### config.mk
export PLATFORM = sky130hd
export DESIGN_NAME = ej9
export DESIGN_NICKNAME = d
export VERILOG_FILES = /design/src/rtl/ej9_pkg.sv /design/src/rtl/ej9_logic.sv /design/src/rtl/ej9.sv
export SDC_FILE = /design/constraint.sdc
export NUM_CORES = 1
export LEC_CHECK = 0
export BUFFER_PORTS_ARGS = -buffer_cell sky130_fd_sc_hd__buf_2
export CORE_AREA = 2 2 39 41
export DETAILED_ROUTE_END_ITERATION = 6
export DIE_AREA = 0 0 41 43
export HOLD_SLACK_MARGIN = 0.03
export PLACE_DENSITY = 0.58
export SKIP_LAST_GASP = 1
export SYNTH_ARGS = -nofsm -noshare
export SYNTH_HDL_FRONTEND = slang
export SYNTH_SLANG_ARGS = --single-unit
### constraint.sdc
create_clock -name clk -period 3.8 [get_ports clk]
set_input_delay 0 -clock clk [delete_from_list [all_inputs] [get_ports clk]]
set_output_delay 0 -clock clk [all_outputs]
set_load 0.02 [all_outputs]
### src/rtl/ej9_pkg.sv
// Shared constants and helpers for the ej9 five-input logic block.
package ej9_pkg;

   localparam logic [7:0]  F_MINTERMS    = 8'b1100_1101;
   localparam logic [31:0] PRIME_MASK    = 32'hA08A_28AC;
   localparam logic [2:0]  MAJ_THRESHOLD = 3'd3;

   function automatic logic [2:0] popcount5(input logic [4:0] v);
      logic [2:0] n;
      n = 3'd0;
      for (int k = 0; k < 5; k++) begin
         n = n + {2'b00, v[k]};
      end
      return n;
   endfunction

endpackage

### src/rtl/ej9_logic.sv
// Purely combinational core of ej9: canonical f, minimized fk, prime, majority, parity.
module ej9_logic
   import ej9_pkg::*;
(
   input  logic [4:0] v,
   output logic       f,
   output logic       g,
   output logic       h,
   output logic       i,
   output logic       fk
);

   logic       a, b, c;
   logic [7:0] minterm;

   assign a = v[4];
   assign b = v[3];
   assign c = v[2];

   // One AND term per minterm of {A,B,C}; f is the OR of the selected terms.
   assign minterm[0] = ~a & ~b & ~c;
   assign minterm[1] = ~a & ~b &  c;
   assign minterm[2] = ~a &  b & ~c;
   assign minterm[3] = ~a &  b &  c;
   assign minterm[4] =  a & ~b & ~c;
   assign minterm[5] =  a & ~b &  c;
   assign minterm[6] =  a &  b & ~c;
   assign minterm[7] =  a &  b &  c;

   assign f  = |(minterm & F_MINTERMS);
   assign fk = b | (~a & ~c);
   assign g  = PRIME_MASK[v];
   assign h  = (popcount5(v) >= MAJ_THRESHOLD);
   assign i  = ^v;

endmodule

### src/rtl/ej9.sv
// ej9 top: combinational core, optional output registers (EJ9_REG_OUT_EN), sticky f/fk mismatch flag.
module ej9
   import ej9_pkg::*;
(
   input  logic clk,
   input  logic reset,
   input  logic A,
   input  logic B,
   input  logic C,
   input  logic D,
   input  logic E,
   output logic f,
   output logic g,
   output logic h,
   output logic i,
   output logic fk,
   output logic err
);

   logic f_c, g_c, h_c, i_c, fk_c;

   ej9_logic u_logic (
      .v  ({A, B, C, D, E}),
      .f  (f_c),
      .g  (g_c),
      .h  (h_c),
      .i  (i_c),
      .fk (fk_c)
   );

`ifdef EJ9_REG_OUT_EN
   // Stage p1: registered outputs, one cycle behind the inputs.
   always_ff @(posedge clk) begin
      if (!reset) begin
         f  <= 1'b0;
         g  <= 1'b0;
         h  <= 1'b0;
         i  <= 1'b0;
         fk <= 1'b0;
      end else begin
         f  <= f_c;
         g  <= g_c;
         h  <= h_c;
         i  <= i_c;
         fk <= fk_c;
      end
   end
`else
   assign f  = f_c;
   assign g  = g_c;
   assign h  = h_c;
   assign i  = i_c;
   assign fk = fk_c;
`endif

   // Compares the live combinational pair so both builds flag on the same edge.
   always_ff @(posedge clk) begin
      if (!reset) begin
         err <= 1'b0;
      end else if (f_c != fk_c) begin
         err <= 1'b1;
      end
   end

endmodule

== After elaboration in Yosys (flattened, before gate mapping) ==
Memory sizes are Yosys's and may differ from the RTL's.
Index checks and enable logic that the tools add are counted.

* Output and inout port bits: 6
* Memories: 1
* Register bits: 1
* Word-level logic and storage cells: 25
* Bits of input ports: 7
* Memory bits (read-only): 32

{| class="wikitable"
|+ Memory list
! memory !! words !! width !! read ports !! clocked after memory_dff !! write ports !! line !! RTL
|-
| (no name shown) || 32 || 1 || 1 || 0 || 0 || ej9_logic.sv:32 || <nowiki>assign g = PRIME_MASK[v];</nowiki>
|}

* Bitwise operators: 13
* Equal/unequal tests: 1
* Reductions and logical operators: 2
* Multiplexer cells: 1
* Order comparisons: 2
* Add/sub/neg operators: 4

{| class="wikitable"
|+ Operators with widths
! kind !! number
|-
| $add A3 B1 Y3 || 3
|-
| $and A1 B1 Y1 || 9
|-
| $lt A5 B6 Y1 const B || 1
|-
| $reduce_or A5 Y1 || 1
|-
| $reduce_xor A5 Y1 || 1
|-
| $ge A3 B2 Y1 const B || 1
|-
| $not A1 Y1 || 3
|-
| $add A1 B1 Y2 || 1
|-
| $mux W1 || 1
|-
| $ne A1 B1 Y1 || 1
|-
| $or A1 B1 Y1 || 1
|}

== Logic depth before layout (Yosys ltp) ==
* Word-level depth: 5
* Gate-level depth with buffers: 8
* Depth with buffers taken out: 7

== Cells and area by module ==
A second synthesis with hierarchy kept.

* Cell total of the unflattened synthesis: 21
* Area total of the unflattened synthesis: 196.4 um2

{| class="wikitable"
|+ Modules (own cells, without submodules)
! module !! cells an instance !! seq. area each (um2) !! area an instance (um2) !! times used
|-
| ej9_logic || 18 || 0.0 || 160.2 || 1
|-
| ej9 || 3 || 20.0 || 36.3 || 1
|}

== Worst setup path before layout ==
No wires, ideal clock.

* Path kind: input-to-output
* From: input A
* To: output h
* Path buffers: 1
* Stages: 7
* Data arrival time: 1601 ps
* Data required time: 3800 ps
* Path slack: 2199 ps
* Cell sequence: buf_2 -> inv_1 -> fa_1 -> fa_1 -> inv_1 -> ha_1 -> a21o_1

* Cells in the longest elaborated chain, start to end: 2

{| class="wikitable"
|+ Ends and longest elaborated chain
! what !! line !! RTL
|-
| start: declaration || ej9.sv:7 || <nowiki>input logic A,</nowiki>
|-
| $add A3 B1 Y3 || ej9_pkg.sv:12 || <nowiki>n = n + {2'b00, v[k]};</nowiki>
|-
| $ge A3 B2 Y1 || ej9_logic.sv:33 || <nowiki>assign h = (popcount5(v) >= MAJ_THRESHOLD);</nowiki>
|-
| end: declaration || ej9.sv:14 || <nowiki>output logic h,</nowiki>
|}

Every way passes these cells.

== Worst setup path after layout ==
* From: input B
* To: output h

* Cells in the longest elaborated chain, start to end: 3

{| class="wikitable"
|+ Ends and longest elaborated chain
! what !! line !! RTL
|-
| start: declaration || ej9.sv:8 || <nowiki>input logic B,</nowiki>
|-
| $add A3 B1 Y3 (2 in a row) || ej9_pkg.sv:12 ||
|-
| $ge A3 B2 Y1 || ej9_logic.sv:33 ||
|}

Every way passes these cells.

==> flow_metrics.tcl <==
set metrics [dict create \
    p_sw_w 0.0000365 \
    multi_input_area_um2 260 \
    final_cells 66 \
    initial_core_util 0.236 \
    synth_cell_types 19 \
    synth_area_per_cell_um2 8.16 \
    max-cap-violations 0 \
    yosysWarnings 0 \
    hold_path.class "in -> reg" \
    internal_power_w 0.0000359 \
    num_rows 14 \
    relSlewSlack 0.766 \
    diodes 0 \
    clk_pin_slew_ps 0 \
    worstSetupPathType "in -> out" \
    worstPathRequired_ps 3800 \
    finalSetupTns_ps 0 \
    grt_max_degree 11 \
    cts.hold.buffers_added 0 \
    clkLatencyLatePin_ps 0 \
    min_period_ps 1810 \
    p_comb_frac 0.828 \
    place_congestion 0.620 \
    numPlacedInstances 66 \
    groute.usage.overall 0.0820 \
    dp_hpwl_um 530 \
    p_seq_frac 0.172 \
    finalPower_w 0.0000724 \
    vdd_drop_max_mv 0.0801 \
    dr.first_iter.drc_count 4 \
    die_w_um 41 \
    synth_top_cell_by_area "ha_1" \
    fill_cells 160 \
    port-buffer-count 12 \
    finalSetupViolCount 0 \
    synth_top_cell_area_share 0.230 \
    start_kind "input pin" \
    fmax_mhz 553 \
    slew_viol_final 0 \
    drive_gt1_frac 0.260 \
    p_sw_frac 0.504 \
    crit_path_max_fanout 9 \
    post_cts_buffers 0 \
    grt_pass1_vias 259 \
    fin_util 0.282 \
    drtPass1Iterations 4 \
    ioPinCount 13 \
    die-area_um2 1760 \
    vias_per_cell 4.65 \
    p_leak_nw 0.205 \
    crit_path_end_kind "output pin" \
    wire_per_inst_um 9.64 \
    die_h_um 43 \
    synth-seq-cells 1 \
    cts_resized 0 \
    core_um2 1380 \
    routed_wl_um 636 \
    nets 67 \
    p_per_area_nw_per_um2 186 \
    vias 307 \
    syn_area_um2 327 \
    top_register "err" \
    min_period_over_period 0.476 \
    clkPwrFrac 0 \
    largest_register_ff_count 1 \
    grt_pass1_wl_um 1080 \
    synth_cells 40 \
    worstMarginPinSlew_ps 347 \
    synthToLayoutAreaGrowth_pct 19.5 \
    seq_area_frac_synth 0.0613 \
    worstPathArrival_ps 1810 \
    rsz0062_at_grt "no" \
    hold_violations 0 \
    seq_area_um2 20.0 \
    yosys-top-cells-area "ha_1 (23%), fa_1 (12%), inv_1 (9.2%)" \
    status "complete, no violations" \
    antenna_left 0 \
    overflow 0 \
    synth_fp_nets 55 \
    reg_top3 "err x1" \
    antenna_found_initial 0 \
    fin_skew_ps 0 \
    drc 0 \
]
worst max-delay path: stages:
cell	delay [ps]
buf_2	170
inv_1	150
fa_1	500
fa_1	370
inv_1	80
ha_1	230
a21o_1	150
buf_2	150
cell usage after synthesis (all sizes together):
master,number
or3,1
o41ai,1
nor4,3
xnor2,3
ha,6
dfxtp,1
fa,2
inv,8
o21ai,3
a221oi,1
nor2,2
o21a,1
o31ai,1
a21oi,2
or4,1
buf,2
a21o,2
power groups by stage:
stage	combinational, W	sequential (W)	clock, W
3_3_place_gp	0.0000593	0.0000124	0
2_1_floorplan	0.0000419	0.0000138	0
5_1_grt	0.0000681	0.0000127	0
4_1_cts	0.0000614	0.0000125	0
6_report	0.0000600	0.0000125	0
3_5_place_dp	0.0000612	0.0000125	0
worst paths after layout:
| path | from | to | slack [ps] | cells past startpoint |
|---|---|---|---|---|
| max | B | h | 1990 | 8 |
| min | reset | err$_SDFFE_PN0P_ | 240 | 3 |
| max reg2reg | err$_SDFFE_PN0P_ | err$_SDFFE_PN0P_ | 3090 | 2 |
| min reg2reg | err$_SDFFE_PN0P_ | err$_SDFFE_PN0P_ | 450 | 2 |
metrics by stage:
stage	worst slack, ps	hold slack (ps)	instance area [um^2]
after detailed placement	1970	246	390
after floorplan	2200	129	327
after global placement	2010	244	390
after global routing	1860	280	390
after CTS	1970	245	390
final	1990	240	390
per-layer routing:
| layer | vias to the layer above | wire length (um) | track usage |
|---|---|---|---|
| met5 | - | 0 | 0 |
| met1 | 137 | 295 | 0.121 |
| li1 | 159 | - | - |
| met3 | 0 | 46 | 0 |
| met2 | 11 | 294 | 0.138 |
| met4 | 0 | 0 | 0 |
kinds of logic after synthesis:
group / Yosys count / synth area share
xor+xnor: 3 / 0.0805
compound gates: 11 / 0.222
simple gates: 7 / 0.142
fa+ha+maj: 8 / 0.352
flops: 1 / 0.0613
buf+inv: 10 / 0.142
cells in the final DEF (no fill, tap or decap), drive strengths merged:
| cell | synthesis | routed |
|---|---|---|
| or3 | 1 | 1 |
| a221oi | 1 | 1 |
| a21oi | 2 | 2 |
| ha | 6 | 6 |
| or4 | 1 | 1 |
| nor2 | 2 | 2 |
| o41ai | 1 | 1 |
| xnor2 | 3 | 3 |
| o21a | 1 | 1 |
| buf | 2 | 12 |
| fa | 2 | 2 |
| dfxtp | 1 | 1 |
| a21o | 2 | 2 |
| inv | 8 | 8 |
| o31ai | 1 | 1 |
| o21ai | 3 | 3 |
| nor4 | 3 | 3 |
layout make-up:
| class | count | area share |
|---|---|---|
| Multi-Input combinational cell | 29 | 0.667 |
| Timing Repair Buffer | 12 | 0.154 |
| Tap cell | 16 | 0.0513 |
| Sequential cell | 1 | 0.0513 |
| Inverter | 8 | 0.0769 |
(Power assumes the default switching activity.)
